## config.mk

```make
export PLATFORM = sky130hd
export DESIGN_NAME = instr_aligner
export DESIGN_NICKNAME = d
export VERILOG_FILES = /design/src/rtl/instr_pkg.sv /design/src/rtl/instr_hw_buf.sv /design/src/rtl/instr_aligner.sv
export SDC_FILE = /design/constraint.sdc
export NUM_CORES = 1
export LEC_CHECK = 0
export CORE_MARGIN = 4
export CORE_UTILIZATION = 48
export DETAILED_ROUTE_END_ITERATION = 8
export PLACE_DENSITY = 0.86
export SYNTH_ARGS = -nofsm -noshare
export SYNTH_HDL_FRONTEND = slang
export SYNTH_SLANG_ARGS = --single-unit
```

## constraint.sdc

```tcl
create_clock -name clk -period 4.6 [get_ports clk]
set_input_delay 1.38 -clock clk [delete_from_list [all_inputs] [get_ports clk]]
set_output_delay 1.38 -clock clk [all_outputs]
set_load 0.1 [all_outputs]
```

## src/rtl/instr_pkg.sv

```systemverilog
// Shared types, constants and helpers for the instruction aligner.
// RVC_EN is the only configuration macro and is consumed by instr_aligner.
package instr_pkg;

    typedef logic [15:0] halfword_t;

    localparam int unsigned BUF_DEPTH        = 4;
    localparam int unsigned CNT_W            = 3;
    localparam logic [31:0] RESET_PC_DEFAULT = 32'h0000_0000;

    function automatic logic is_compressed(input halfword_t hw);
        return hw[1:0] != 2'b11;
    endfunction

endpackage

```

## src/rtl/instr_hw_buf.sv

```systemverilog
// Four-entry halfword FIFO, head at entry 0; pops shift the array down and
// pushes append behind whatever survives the pop in the same cycle.
module instr_hw_buf
    import instr_pkg::*;
(
    input  logic             clk_i,
    input  logic             rst_i,
    input  logic             clear_i,
    input  logic             push2_i,
    input  logic             push_hi_i,
    input  logic             pop1_i,
    input  logic             pop2_i,
    input  logic [31:0]      data_i,
    output logic [CNT_W-1:0] count_o,
    output halfword_t        head_o,
    output halfword_t        next_o
);

    halfword_t [BUF_DEPTH-1:0] hw_q, hw_d;
    logic [CNT_W-1:0]          cnt_q, cnt_d;
    logic [CNT_W-1:0]          pop_n;
    logic [CNT_W-1:0]          rem;
    logic [1:0]                wr_idx;

    always_comb begin
        hw_d   = hw_q;
        cnt_d  = cnt_q;
        pop_n  = pop2_i ? CNT_W'(2) : (pop1_i ? CNT_W'(1) : CNT_W'(0));
        rem    = cnt_q - pop_n;
        wr_idx = rem[1:0];
        if (clear_i) begin
            hw_d  = '0;
            cnt_d = '0;
        end else begin
            case (pop_n)
                CNT_W'(1): hw_d = {16'h0000, hw_q[3:1]};
                CNT_W'(2): hw_d = {32'h0000_0000, hw_q[3:2]};
                default:   hw_d = hw_q;
            endcase
            // The aligner only pushes when count <= 2, so wr_idx + 1 never wraps.
            if (push2_i) begin
                hw_d[wr_idx]        = data_i[15:0];
                hw_d[wr_idx + 2'd1] = data_i[31:16];
                cnt_d               = rem + CNT_W'(2);
            end else if (push_hi_i) begin
                hw_d[wr_idx] = data_i[31:16];
                cnt_d        = rem + CNT_W'(1);
            end else begin
                cnt_d = rem;
            end
        end
    end

    always_ff @(posedge clk_i or posedge rst_i) begin
        if (rst_i) begin
            hw_q  <= '0;
            cnt_q <= '0;
        end else begin
            hw_q  <= hw_d;
            cnt_q <= cnt_d;
        end
    end

    assign count_o = cnt_q;
    assign head_o  = hw_q[0];
    assign next_o  = hw_q[1];

endmodule

```

## src/rtl/instr_aligner.sv

```systemverilog
// Realigns a stream of 32-bit fetch words into whole instructions with their PCs.
// Define RVC_EN to handle 16-bit compressed instructions; otherwise all are 32-bit.
module instr_aligner
    import instr_pkg::*;
#(
    parameter logic [31:0] RESET_PC = RESET_PC_DEFAULT
) (
    input  logic        clk,
    input  logic        rst,
    input  logic        fetch_valid,
    output logic        fetch_ready,
    input  logic [31:0] fetch_data,
    input  logic        flush,
    input  logic [31:0] flush_pc,
    output logic        out_valid,
    input  logic        out_ready,
    output logic [31:0] out_instr,
    output logic        out_compressed,
    output logic [31:0] out_pc
);

    logic [CNT_W-1:0] count;
    halfword_t        head;
    halfword_t        next;
    logic [31:0]      pc_q, pc_d;
    logic             drop_lo_q, drop_lo_d;
    logic             accept;
    logic             consume;
    logic             head_comp;

    // Registered-only ready: no combinational path from out_ready.
    assign fetch_ready = (count <= CNT_W'(2));
    assign accept      = fetch_valid && fetch_ready && !flush;

`ifdef RVC_EN
    assign head_comp = (count != '0) && is_compressed(head);
    assign out_valid = !flush && ((count >= CNT_W'(2)) || ((count == CNT_W'(1)) && head_comp));
`else
    assign head_comp = 1'b0;
    assign out_valid = !flush && (count >= CNT_W'(2));
`endif

    assign consume        = out_valid && out_ready;
    assign out_compressed = head_comp;
    assign out_instr      = head_comp ? {16'h0000, head} : {next, head};
    assign out_pc         = pc_q;

    instr_hw_buf u_hw_buf (
        .clk_i     (clk),
        .rst_i     (rst),
        .clear_i   (flush),
        .push2_i   (accept && !drop_lo_q),
        .push_hi_i (accept && drop_lo_q),
        .pop1_i    (consume && head_comp),
        .pop2_i    (consume && !head_comp),
        .data_i    (fetch_data),
        .count_o   (count),
        .head_o    (head),
        .next_o    (next)
    );

    always_comb begin
        pc_d      = pc_q;
        drop_lo_d = drop_lo_q;
        if (flush) begin
            pc_d = flush_pc;
`ifdef RVC_EN
            drop_lo_d = flush_pc[1];
`else
            drop_lo_d = 1'b0;
`endif
        end else begin
            if (consume) begin
                pc_d = pc_q + (head_comp ? 32'd2 : 32'd4);
            end
            if (accept) begin
                drop_lo_d = 1'b0;
            end
        end
    end

    always_ff @(posedge clk or posedge rst) begin
        if (rst) begin
            pc_q      <= RESET_PC;
            drop_lo_q <= 1'b0;
        end else begin
            pc_q      <= pc_d;
            drop_lo_q <= drop_lo_d;
        end
    end

endmodule

```

== After elaboration in Yosys (flattened, before gate mapping) ==
Cells that the tools add are included.
Storage, ports and cells
  flip-flop bits (word level): 100
  input port bits: 69
  output and inout bits: 67
  logic and storage cells: 52
Operators by class
  add/subtract/negate cells: 5
  order comparisons: 6
  equal/unequal tests: 2
  muxes and demuxes: 20
  reductions and logical operators: 12
Operators by type and width (count)
  two-way mux 64 bit: 4
  bitwise mux 64 bit: 3
  case mux 64 bit (2 select lines): 1
  demux 16 bit (select 2 bit): 2
  two-way mux 32 bit: 2
  adder 32 x 3 -> 32 bit, second input constant: 1
  two-way mux 16 bit: 2
  two-way mux 3 bit: 3
  logical AND 1 bit: 8
  less-than comparator 2 x 3 -> 1 bit, second input constant: 2
  greater-or-equal comparator 2 x 1 -> 1 bit, second input constant: 2
  nonzero test 2 bit: 2
  adder 3 x 1 -> 3 bit, second input constant: 1
  adder 3 x 2 -> 3 bit, second input constant: 1
  equality test 3 x 1 -> 1 bit, second input constant: 1
  equality test 3 x 2 -> 1 bit, second input constant: 1
  greater-or-equal comparator 3 x 2 -> 1 bit, second input constant: 1
  less-or-equal comparator 3 x 2 -> 1 bit, second input constant: 1
  subtractor 3 bit: 1
  adder 2 x 1 -> 2 bit, second input constant: 1
  logical NOT 1 bit: 2
  two-way mux 1 bit: 2
  two-way mux 2 bit: 1

== Logic depth before layout (Yosys ltp) ==
  word-level depth: 13
  gate-level depth with buffers: 9
  gate-level depth less buffers: 6

== By module ==
A second synthesis with hierarchy kept.
Second synthesis, totals
  cell total of the unflattened synthesis: 864
  area total of the unflattened synthesis: 7734.9 um^2
Modules (own cells, without submodules)
  instr_hw_buf: instances 1, cells each 644, area an instance 5826.8 um^2, seq. area each 1676.6 um^2
  instr_aligner: instances 1, cells each 220, area an instance 1908.1 um^2, seq. area each 800.8 um^2

== Worst setup path after synthesis ==
Ideal clock, no wire load.
  path kind: input port to output port
  start: in flush
  end: out out_valid
  arrival time: 3.449 ns
  data required time: 3.220 ns
  setup slack: -0.229 ns
  stages: 4
  path buffers: 3
  cell sequence: clkbuf_1 clkbuf_1 buf_1 a21oi_1
On the way
  cells in the longest elaborated chain, start to end: 2
Ends and longest elaborated chain
  from (decl): line instr_aligner.sv:13  | input logic flush,
  logical NOT 1 bit: line instr_aligner.sv:40  | assign out_valid = !flush && (count >= CNT_W'(2));
  logical AND 1 bit: line instr_aligner.sv:40
  to (decl): line instr_aligner.sv:15  | output logic out_valid,
Every way passes these cells.

== Final worst setup path ==
Ends and elaborated chain as after synthesis.

==> results.cfg <==
[power]
cellPowerDensity_nw_per_um2 = 515
vdd_drop_max_uv = 314
leakagePower_nw = 2.53

[floorplanning]
rows = 36
initial_utilization_pct = 49.6
core_sq_um = 9820
die_area_sq_um = 11800
die_y_microns = 109
ios = 136
die_w_microns = 109

[cts]
clk_pin_slew_ns = 0.10
cts_hold_buf = 0
cts_made_buffers = 9
cts_resized = 0
clock_path_buffers = 2
cts_tree = yes
htree_levels = 3
clk_latency_ns = 0.36
clkSinkCount = 98
post-cts-setup-buffer-count = 0
root_buffer = clkbuf_8

[synthesis]
ys_types = 43
synth-edff-count = 0
seq_area_frac_synth_pct = 50.3
netlist_area_sq_um = 4870
ys_ff_latch = 98
async_reset_ff_share_pct = 100
yosysMostFrequentCell = dfrtp_1
yosys-top-cells-count = 98 x dfrtp_1, 42 x nor2_1, 36 x nand2_1, 33 x buf_4
ys.flop_type = dfrtp_1
synthTopCellsByArea = dfrtp_1 50%, mux2i_1 6.6%, a22o_1 5.8%, buf_4 5.1%, a211oi_1 4.9%
yosys_warnings = 0
synth_area_per_cell_sq_um = 10.5
synth_top_area_share_pct = 50.3
synth_area_leader_cell = dfrtp_1
synth.net_count = 536
netlist_instances = 465

[place]
place_area_sq_um = 6080
port_buffers = 134
hpwlAfterDp_mm = 8.27
placedCellCount = 675
preCtsSetupSlack_ns = 0.875
place.gp.congestion = 0.852

[setup_path]
cp-startpoint = flush
crit_path_start_kind = input pin
rr_startpoint = u_hw_buf.count_o[2]$_DFF_PP0_
rrSetupSlack_ns = 2.08
worstPathArrival_ns = 2.12
critPathKind = input pin to output port
crit_required_ns = 3.22
end_kind = output port
critPathMaxFanout = 43

[finish]
fin_area_sq_um = 6290
fin_cells = 691
nets = 624
areaGrowthSynthToFinish_pct = 29.1
post_route_cells_drive_above_1_share_pct = 7.71
n_antenna_cell = 0

[sta]
fin_crit_ns = 3.50
worst_slack_ns = 1.10
clock.fmax_mhz = 285
fin_setup_tns_ns = 0
setup_violations = 0
rsz0062_at_grt = false
hold_viol_final = 0
slew_headroom_pct = 31.7
worst-slew-pin-transition_ns = 1.02
min_period_over_period_pct = 76.2
drv_slew = 0
finClkSkew_ns = 0.00681

[global_routing]
gr-total-overflow = 0
grt_max_degree = 85
grtUsageTotal_pct = 20.4
grt_pass1_wl_mm = 19.0
grt_pass1_vias = 3846
antenna_found_initial = 0

[status]
status = complete, no violations

[detailed_routing]
vias_per_cell = 5.58
vias = 3855
route.detailed.drc = 0
post_drt_wl_per_cell_microns = 17.2
drt_iter0_drc = 206
totalWireLength_mm = 11.9
ant_nets = 0
first_pass_iters = 4

[worst_hold_path]
worstHoldStart = u_hw_buf.hw_q[40]$_DFF_PP0_
hp-class = register to register

[flow_run]
max_cap_violations = 0
cells by family after synthesis:
group,synth area share (%)
AND/OR/NAND/NOR,13.4
AO/OA/AOI/OAI,15.1
flip-flops,50.3
buffers and inverters,8.50
multiplexers,7.04
XOR/XNOR,5.03
adder cells (fa/ha/maj),0.514
other,0.0770
placed cells by master, fill, tap and decap left out, types with 7 or more instances in the layout:
cell type and count:
clkdlybuf4s50_1 132, dfrtp_1 98, nor2_1 41, nand2_1 35
a22o_1 32, mux2i_1 32, a211oi_1 32, xnor2_1 24
o21ai_0 14, o21ai_1 13, clkbuf_8 10, nand3_1 9
buf_4 8, nand4_1 7
report_power, final:
group	leakage [nW]	switching, mW	internal (mW)
clock	0.104	0.309	0.273
combinational	1.14	1.10	0.417
sequential	1.29	0.127	1.01
registers in the layout, summed over array words and instances, names as in the netlist:
| name | count |
|---|---|
| out_pc | 32 |
| u_hw_buf.count_o | 2 |
| u_hw_buf.head_o | 16 |
| u_hw_buf.hw_q | 32 |
| u_hw_buf.next_o | 16 |
final timing paths:
kind | endpoint | cells after the start
worst max register to register | u_hw_buf.hw_q[52]$_DFF_PP0_ | 7
min in group asynchronous | out_pc[28]$_DFFE_PP0N_ | 2
worst max-delay path | out_valid | 3
worst min register to register | u_hw_buf.hw_q[40]$_DFF_PP0_ | 1
worst min-delay path | u_hw_buf.hw_q[40]$_DFF_PP0_ | 1
max in group asynchronous | out_pc[12]$_DFFE_PP0N_ | 3
stage by stage:
stage               utilization, %  hold slack [ns]  power, mW
floorplan                        -            0.466       2.36
global placement              61.9            0.482       2.64
global route                  64.0            0.525       3.38
CTS                           64.0            0.512       3.26
detailed placement            61.9            0.487       2.67
finish                        64.0            0.512       3.24
worst max-delay path, stage by stage:
cell     delay, ns
buf_4         0.25
a21oi_2       0.18
buf_4         0.31
final cells by class:
class / count / area (sq um)
inverter: 7 / 28.8
clock buffer: 10 / 138
multi-input combinational: 296 / 2030
clock inverter: 6 / 72.6
fill: 752 / 3530
sequential: 98 / 2450
tap: 133 / 166
timing repair buffer: 141 / 1400
metal layers:
layer,share of wire (%),vias up,global-route usage (%)
met4,1.3,0,6.58
met5,0,-,0
met1,42,1866,27.7
li1,-,1804,-
met3,8.5,20,4.56
met2,48,165,32.5
Note: power is estimated with default switching activity, not from simulation.
